<file path="src/rtl/stack_sequencer_pkg.sv">
// Shared definitions for the stack sequencer, the stack pointer register and the decoder.
package stack_pkg;

  typedef enum logic [2:0] {
    ST_IDLE   = 3'd0,
    ST_MEM_WR = 3'd1,
    ST_MEM_RD = 3'd2,
    ST_SP_UPD = 3'd3,
    ST_RESP   = 3'd4
  } state_t;

  localparam logic [7:0] STACK_TOP_DEF   = 8'hFF;
  localparam logic [7:0] STACK_FLOOR_DEF = 8'h80;

endpackage

</file>
<file path="src/rtl/stack_sequencer_if.sv">
// Request/response, memory and stack-pointer port bundle of the stack sequencer.
interface stack_sequencer_if #(
  parameter int DW = 8,
  parameter int AW = 8
);
  // req: transfer when req_valid && req_ready at a rising edge; rsp_valid is a
  // one-cycle pulse with no backpressure; mem_we/mem_re hold until mem_ready.
  logic          req_valid;
  logic          req_ready;
  logic          req_pop;
  logic [DW-1:0] req_wdata;
  logic          rsp_valid;
  logic [DW-1:0] rsp_rdata;
  logic          rsp_err;
  logic [AW-1:0] sp_cur;
  logic [AW-1:0] sp_next;
  logic          sp_we;
  logic          sp_is_pop;
  logic [AW-1:0] mem_addr;
  logic [DW-1:0] mem_wdata;
  logic          mem_we;
  logic          mem_re;
  logic [DW-1:0] mem_rdata;
  logic          mem_ready;
  logic          full;
  logic          empty;

  modport slave (
    input  req_valid, req_pop, req_wdata, sp_cur, mem_rdata, mem_ready,
    output req_ready, rsp_valid, rsp_rdata, rsp_err, sp_next, sp_we, sp_is_pop,
           mem_addr, mem_wdata, mem_we, mem_re, full, empty
  );

  modport master (
    output req_valid, req_pop, req_wdata, sp_cur, mem_rdata, mem_ready,
    input  req_ready, rsp_valid, rsp_rdata, rsp_err, sp_next, sp_we, sp_is_pop,
           mem_addr, mem_wdata, mem_we, mem_re, full, empty
  );
endinterface

</file>
<file path="src/rtl/stack_sequencer.sv">
// Executes one PUSH/POP at a time: bounds check, memory handshake, pointer write-back, response.
module stack_sequencer
  import stack_pkg::*;
#(
  parameter int            DW          = 8,
  parameter int            AW          = 8,
  parameter logic [AW-1:0] STACK_TOP   = AW'(STACK_TOP_DEF),
  parameter logic [AW-1:0] STACK_FLOOR = AW'(STACK_FLOOR_DEF)
) (
  input  logic               clk,
  input  logic               rst,
  stack_sequencer_if.slave   bus,
  output state_t             dbg_state
);

  localparam logic [AW-1:0] SP_FULL = STACK_FLOOR - AW'(1);
  localparam logic [AW-1:0] ONE     = AW'(1);

  state_t        state_q, state_d;
  logic          pop_q, pop_d;
  logic          err_q, err_d;
  logic [DW-1:0] wdata_q, wdata_d;
  logic [DW-1:0] rdata_q, rdata_d;
  logic [AW-1:0] sp_q, sp_d;
  logic          mem_we_q, mem_we_d;
  logic          mem_re_q, mem_re_d;
  logic [AW-1:0] mem_addr_q, mem_addr_d;
  logic [DW-1:0] mem_wdata_q, mem_wdata_d;
  logic          sp_we_q, sp_we_d;
  logic [AW-1:0] sp_next_q, sp_next_d;
  logic          sp_is_pop_q, sp_is_pop_d;
  logic          rsp_valid_q, rsp_valid_d;
  logic          rsp_err_q, rsp_err_d;
  logic [DW-1:0] rsp_rdata_q, rsp_rdata_d;
  logic          reject;

  assign bus.full      = (bus.sp_cur == SP_FULL);
  assign bus.empty     = (bus.sp_cur == STACK_TOP);
  assign bus.req_ready = (state_q == ST_IDLE) && !rst;
  assign reject        = bus.req_pop ? bus.empty : bus.full;

  always_comb begin
    state_d     = state_q;
    pop_d       = pop_q;
    err_d       = err_q;
    wdata_d     = wdata_q;
    rdata_d     = rdata_q;
    sp_d        = sp_q;
    mem_we_d    = 1'b0;
    mem_re_d    = 1'b0;
    mem_addr_d  = '0;
    mem_wdata_d = '0;
    sp_we_d     = 1'b0;
    sp_next_d   = '0;
    sp_is_pop_d = 1'b0;
    rsp_valid_d = 1'b0;
    rsp_err_d   = 1'b0;
    rsp_rdata_d = rsp_rdata_q;
    unique case (state_q)
      ST_IDLE: begin
        if (bus.req_valid) begin
          pop_d   = bus.req_pop;
          wdata_d = bus.req_wdata;
          sp_d    = bus.sp_cur;
          err_d   = reject;
          if (reject) begin
            state_d     = ST_RESP;
            rsp_valid_d = 1'b1;
            rsp_err_d   = 1'b1;
          end else if (bus.req_pop) begin
            state_d    = ST_MEM_RD;
            mem_re_d   = 1'b1;
            mem_addr_d = bus.sp_cur + ONE;
          end else begin
            state_d     = ST_MEM_WR;
            mem_we_d    = 1'b1;
            mem_addr_d  = bus.sp_cur;
            mem_wdata_d = bus.req_wdata;
          end
        end
      end
      ST_MEM_WR: begin
        if (bus.mem_ready) begin
          state_d   = ST_SP_UPD;
          sp_we_d   = 1'b1;
          sp_next_d = sp_q - ONE;
        end else begin
          mem_we_d    = 1'b1;
          mem_addr_d  = sp_q;
          mem_wdata_d = wdata_q;
        end
      end
      ST_MEM_RD: begin
        if (bus.mem_ready) begin
          state_d     = ST_SP_UPD;
          rdata_d     = bus.mem_rdata;
          sp_we_d     = 1'b1;
          sp_next_d   = sp_q + ONE;
          sp_is_pop_d = 1'b1;
        end else begin
          mem_re_d   = 1'b1;
          mem_addr_d = sp_q + ONE;
        end
      end
      ST_SP_UPD: begin
        state_d     = ST_RESP;
        rsp_valid_d = 1'b1;
        rsp_err_d   = err_q;
        // Popped data only becomes visible when the POP completes.
        if (pop_q) rsp_rdata_d = rdata_q;
      end
      ST_RESP: state_d = ST_IDLE;
      default: state_d = ST_IDLE;
    endcase
  end

  always_ff @(posedge clk or posedge rst) begin
    if (rst) begin
      state_q     <= ST_IDLE;
      pop_q       <= 1'b0;
      err_q       <= 1'b0;
      wdata_q     <= '0;
      rdata_q     <= '0;
      sp_q        <= '0;
      mem_we_q    <= 1'b0;
      mem_re_q    <= 1'b0;
      mem_addr_q  <= '0;
      mem_wdata_q <= '0;
      sp_we_q     <= 1'b0;
      sp_next_q   <= '0;
      sp_is_pop_q <= 1'b0;
      rsp_valid_q <= 1'b0;
      rsp_err_q   <= 1'b0;
      rsp_rdata_q <= '0;
    end else begin
      state_q     <= state_d;
      pop_q       <= pop_d;
      err_q       <= err_d;
      wdata_q     <= wdata_d;
      rdata_q     <= rdata_d;
      sp_q        <= sp_d;
      mem_we_q    <= mem_we_d;
      mem_re_q    <= mem_re_d;
      mem_addr_q  <= mem_addr_d;
      mem_wdata_q <= mem_wdata_d;
      sp_we_q     <= sp_we_d;
      sp_next_q   <= sp_next_d;
      sp_is_pop_q <= sp_is_pop_d;
      rsp_valid_q <= rsp_valid_d;
      rsp_err_q   <= rsp_err_d;
      rsp_rdata_q <= rsp_rdata_d;
    end
  end

  assign bus.mem_we    = mem_we_q;
  assign bus.mem_re    = mem_re_q;
  assign bus.mem_addr  = mem_addr_q;
  assign bus.mem_wdata = mem_wdata_q;
  assign bus.sp_we     = sp_we_q;
  assign bus.sp_next   = sp_next_q;
  assign bus.sp_is_pop = sp_is_pop_q;
  assign bus.rsp_valid = rsp_valid_q;
  assign bus.rsp_err   = rsp_err_q;
  assign bus.rsp_rdata = rsp_rdata_q;
  assign dbg_state     = state_q;

endmodule

</file>
<file path="src/flat_wrapper.sv">
// flat-port wrapper written by rule: the top's interface ports become plain ports
module stack_sequencer_flat import stack_pkg::*;
#(
  parameter int            DW          = 8,
  parameter int            AW          = 8,
  parameter logic [AW-1:0] STACK_TOP   = AW'(STACK_TOP_DEF),
  parameter logic [AW-1:0] STACK_FLOOR = AW'(STACK_FLOOR_DEF)
)
  (clk, rst, dbg_state, bus_req_valid, bus_req_pop, bus_req_wdata, bus_sp_cur, bus_mem_rdata, bus_mem_ready, bus_req_ready, bus_rsp_valid, bus_rsp_rdata, bus_rsp_err, bus_sp_next, bus_sp_we, bus_sp_is_pop, bus_mem_addr, bus_mem_wdata, bus_mem_we, bus_mem_re, bus_full, bus_empty);
  stack_sequencer_if #(.DW(DW), .AW(AW)) bus_i ();
  input  logic clk;
  input  logic rst;
  output state_t dbg_state;
  input wire logic [$bits(bus_i.req_valid)-1:0] bus_req_valid;
  input wire logic [$bits(bus_i.req_pop)-1:0] bus_req_pop;
  input wire logic [$bits(bus_i.req_wdata)-1:0] bus_req_wdata;
  input wire logic [$bits(bus_i.sp_cur)-1:0] bus_sp_cur;
  input wire logic [$bits(bus_i.mem_rdata)-1:0] bus_mem_rdata;
  input wire logic [$bits(bus_i.mem_ready)-1:0] bus_mem_ready;
  output wire logic [$bits(bus_i.req_ready)-1:0] bus_req_ready;
  output wire logic [$bits(bus_i.rsp_valid)-1:0] bus_rsp_valid;
  output wire logic [$bits(bus_i.rsp_rdata)-1:0] bus_rsp_rdata;
  output wire logic [$bits(bus_i.rsp_err)-1:0] bus_rsp_err;
  output wire logic [$bits(bus_i.sp_next)-1:0] bus_sp_next;
  output wire logic [$bits(bus_i.sp_we)-1:0] bus_sp_we;
  output wire logic [$bits(bus_i.sp_is_pop)-1:0] bus_sp_is_pop;
  output wire logic [$bits(bus_i.mem_addr)-1:0] bus_mem_addr;
  output wire logic [$bits(bus_i.mem_wdata)-1:0] bus_mem_wdata;
  output wire logic [$bits(bus_i.mem_we)-1:0] bus_mem_we;
  output wire logic [$bits(bus_i.mem_re)-1:0] bus_mem_re;
  output wire logic [$bits(bus_i.full)-1:0] bus_full;
  output wire logic [$bits(bus_i.empty)-1:0] bus_empty;
  assign bus_i.req_valid = bus_req_valid;
  assign bus_i.req_pop = bus_req_pop;
  assign bus_i.req_wdata = bus_req_wdata;
  assign bus_i.sp_cur = bus_sp_cur;
  assign bus_i.mem_rdata = bus_mem_rdata;
  assign bus_i.mem_ready = bus_mem_ready;
  assign bus_req_ready = bus_i.req_ready;
  assign bus_rsp_valid = bus_i.rsp_valid;
  assign bus_rsp_rdata = bus_i.rsp_rdata;
  assign bus_rsp_err = bus_i.rsp_err;
  assign bus_sp_next = bus_i.sp_next;
  assign bus_sp_we = bus_i.sp_we;
  assign bus_sp_is_pop = bus_i.sp_is_pop;
  assign bus_mem_addr = bus_i.mem_addr;
  assign bus_mem_wdata = bus_i.mem_wdata;
  assign bus_mem_we = bus_i.mem_we;
  assign bus_mem_re = bus_i.mem_re;
  assign bus_full = bus_i.full;
  assign bus_empty = bus_i.empty;
  stack_sequencer #(.DW(DW), .AW(AW), .STACK_TOP(STACK_TOP), .STACK_FLOOR(STACK_FLOOR)) u_core (.clk(clk), .rst(rst), .bus(bus_i), .dbg_state(dbg_state));
endmodule
</file>
<file path="config.mk">
export PLATFORM = sky130hd
export DESIGN_NAME = stack_sequencer_flat
export DESIGN_NICKNAME = d
export VERILOG_FILES = /design/src/rtl/stack_sequencer_pkg.sv /design/src/rtl/stack_sequencer_if.sv /design/src/rtl/stack_sequencer.sv /design/src/flat_wrapper.sv
export SDC_FILE = /design/constraint.sdc
export NUM_CORES = 1
export LEC_CHECK = 0
export ABC_AREA = 1
export BUFFER_PORTS_ARGS = -buffer_cell sky130_fd_sc_hd__buf_2
export CAP_MARGIN = 20
export CORE_ASPECT_RATIO = 0.8
export CORE_MARGIN = 2
export CORE_UTILIZATION = 35
export DETAILED_ROUTE_END_ITERATION = 7
export PLACE_DENSITY = 0.64
export SLEW_MARGIN = 20
export SYNTH_ARGS = -nofsm -noshare
export SYNTH_HDL_FRONTEND = slang
export SYNTH_SLANG_ARGS = --single-unit
</file>
<file path="constraint.sdc">
create_clock -name clk -period 5.7 [get_ports clk]
set_input_delay 0.57 -clock clk [delete_from_list [all_inputs] [get_ports clk]]
set_output_delay 0.57 -clock clk [all_outputs]
set_load 0.03 [all_outputs]
</file>
==> metrics.md <==
| Metric | Value |
|---|---|
| Clk pin slew, worst setup/hold paths | 0.07 ns |
| Least-Margin Pin Slew | 0.832 ns |
| Placer Congestion | 0.819 |
| Hold Path End | u_core.rdata_q[4]$_DFFE_PP0P_ |
| First-pass GRT wire length | 11.8 mm |
| # IOs | 73 |
| Share of post-route cells with drive strength above 1 | 27.3% |
| Setup violations, final | 0 |
| H-tree depth reported by CTS | 3 |
| Num Clock Sinks | 67 |
| RSZ-0062 raised after global routing | false |
| Max Clk Rate | 475 MHz |
| Area contributors post-synth | dfrtp_1 (53%), nand2_1 (11%), o21ai_0 (6.1%) |
| Die width | 110 µm |
| Via count | 2564 |
| Synthesis-stage register bit count | 67 |
| Sequential cell area fraction in the yosys report | 53.5% |
| Hold Violations, Final | 0 |
| Pin count of the biggest net entering global routing | 68 |
| Port bufs | 72 |
| Worst EP required | 5.13 ns |
| Syn Inst Count | 360 |
| # rows | 30 |
| CP Launch Type | primary input |
| Synthesis warning total | 0 |
| R2R Setup Slk | 3.89 ns |
| Clock Skew | 0.00796 ns |
| Num CTS Buffers | 9 |
| Nets@finish | 467 |
| Setup tns final | 0 ns |
| Final critical-path share of the clock period | 36.9% |
| Yosys cell types | 28 |
| Worst Path Max Fanout | 4 |
| Final max-slew violation count | 0 |
| Worst slack, placed | 3.60 ns |
| Worst path cell trace | buf_2 -> ha_1 -> inv_1 -> nor2_4 -> nand3_2 -> inv_1 -> buf_2 |
| Placed Cells incl. Taps | 536 |
| All-Layer GR Usage | 16.2% |
| Post-synth top cells | nand2_1 (96), dfrtp_1 (67), inv_1 (47), o21ai_0 (38), nand3_1 (20) |
| CTS Root Cell | clkbuf_8 |
| Instance area at placement | 3590 µm² |
| Outcome | complete, no violations |
| DRT iter0 DRCs | 205 |
| Class of the worst hold path | in -> reg |
| Initial antenna violation count | 0 |
| Non-filler cells, final | 552 |
| DP HPWL | 5.16 mm |
| Cell Area, Synth | 3140 µm² |
| # DRC | 0 |
| Initial core utilization | 36.5% |
| FF-to-FF path depth | 5 |
| Leading area contributor after synthesis | dfrtp_1 |
| Vias per cell | 4.64 |
| Routed wire per std cell | 13.0 µm |
| Setup crit end kind | output port |
| Fillers | 875 |
| Critical path class | in -> out |
| Reg2reg end | u_core.bus.sp_next[4]$_DFF_PP0_ |
| Vias in the first global route | 2423 |
| Min-delay src | bus_mem_rdata[4] |
| Count leader, synth | nand2_1 |
| Synth top area share | 53.5% |
| Pre-antenna DRT Iters | 5 |
| PostCTS Resize Cnt | 0 |
| Cell Pwr Density | 571 nW/µm² |
| GRT overflow | 0 |
| DRT antenna net count | 0 |
| Post-Layout Inst Area | 3840 µm² |
| ANT cells | 0 |
| Critical Path AT | 1.53 ns |
| R2r startpoint | u_core.dbg_state[2]$_DFFE_PP0P_ |
| Share of flip-flops with an asynchronous set or reset | 100% |
| Syn_area_per_cell | 8.71 µm² |
| Syn_nets | 392 |
| Core area | 8600 µm² |
| Main synth FF type | dfrtp_1 |
| Relative slew slack | 44.5% |
| Final wirelength | 7.17 mm |
| Area growth, synth to finish | 22.3% |
| EDFF count, synth | 0 |
| Vert. Die Dim | 88.7 µm |
| Die ar. | 9740 µm² |
| Peak supply drop | 215 µV |
| Hold Path Depth | 3 |
| Critical-path top delay cell | buf_2 |
| Final Critical Period | 2.10 ns |
| Postcts setup bufs | 0 |
| Worst-Skew Late Latency | 0.35 ns |
| Cts-stage hold buffer count | 0 |
| Max_cap viols | 0 |
| Fin worst setup slack | 3.60 ns |
| Critical Path Max Stage Delay | 0.19 ns |
| Leak pwr | 2.09 nW |
| TritonCTS clock tree | done |
| Max Root-Sink Buffers | 2 |
## worst max-delay path, delay by kind of cell
| family | cells | cell delay (ns) |
|---|---|---|
| buffers and inverters | 4 | 0.48 |
| adders and majority gates | 1 | 0.17 |
| and+or+nand+nor | 2 | 0.30 |
## state kept, by name, indices dropped and copies added, names as in the netlist
| signal | cells |
|---|---|
| u_core.bus.sp_we | 1 |
| u_core.bus.rsp_valid | 1 |
| u_core.bus.mem_re | 1 |
| u_core.dbg_state | 3 |
| u_core.bus.mem_addr | 8 |
| u_core.bus.mem_wdata | 8 |
| u_core.err_q | 1 |
| u_core.bus.mem_we | 1 |
| u_core.pop_q | 1 |
| u_core.bus.sp_next | 8 |
| u_core.sp_q | 8 |
| u_core.wdata_q | 8 |
| u_core.bus.rsp_rdata | 8 |
| u_core.rdata_q | 8 |
| u_core.bus.rsp_err | 1 |
| u_core.bus.sp_is_pop | 1 |
## worst max path at each step
| stage | slack, ns | end | start | depth (start not counted) |
|---|---|---|---|---|
| finish | 3.60 | bus_full | bus_sp_cur[0] | 7 |
| global placement | 3.63 | bus_full | bus_sp_cur[0] | 7 |
| global route | 3.47 | bus_full | bus_sp_cur[0] | 7 |
| CTS | 3.60 | bus_full | bus_sp_cur[0] | 7 |
| floorplan | 3.45 | u_core.bus.mem_addr[0]$_DFF_PP0_ | rst | 1 |
| detailed placement | 3.60 | bus_full | bus_sp_cur[0] | 7 |
## logic make-up after synthesis
group                    synth area share (%)
AO/OA/AOI/OAI                            11.3
XOR/XNOR                                 3.35
adder cells (fa/ha/maj)                  1.20
buffers and inverters                    8.06
flip-flops                               53.5
AND/OR/NAND/NOR                          22.6
## per-stage QoR
step	hold WS (ns)	total power [mW]	utilization (%)
6_report	0.434	2.19	44.6
5_1_grt	0.443	2.36	44.6
4_1_cts	0.425	2.21	44.6
3_5_place_dp	0.463	1.72	41.7
3_3_place_gp	0.460	1.70	41.7
2_1_floorplan	0.450	1.47	-
## metal layers
metal / up-vias / GRT usage (%) / share of wire [%]
met4: 0 / 4.83 / 1.2
met2: 87 / 22.9 / 42
met3: 8 / 6.04 / 7.5
met1: 1181 / 23.0 / 49
met5: - / 0 / 0
li1: 1288 / - / -
## power breakdown
group,internal [mW],switching [mW]
registers,0.676,0.112
logic,0.265,0.649
clock network,0.303,0.185
total,1.24,0.946
## cell usage in the layout, fill, tap and decap left out, types with 2 or more instances in the layout
master / instances
clkbuf_8: 10
o21ai_1: 3
nand2_4: 2
o22ai_1: 3
nand2_2: 3
o21ai_0: 38
nand2_1: 96
bufinv_16: 3
ha_1: 3
nor2_1: 18
nand3_4: 2
nor2_4: 3
nor2_2: 3
a21oi_1: 7
clkinv_4: 2
inv_2: 6
xnor2_1: 3
buf_2: 72
nand4_1: 5
dfrtp_1: 67
inv_1: 46
o21ai_2: 9
nand3_1: 20
xor2_1: 9
## layout make-up
type                       instances  area [µm²]  area share [%]
inverter                          52         195            5.09
clock inverter                     6         113            2.94
clock buffer                      10         138            3.59
tap                              112         140            3.65
sequential                        67        1680            43.7
timing repair buffer              73         368            9.59
multi-input combinational        232        1210            31.4
Power figures use the tool's default switching activity.
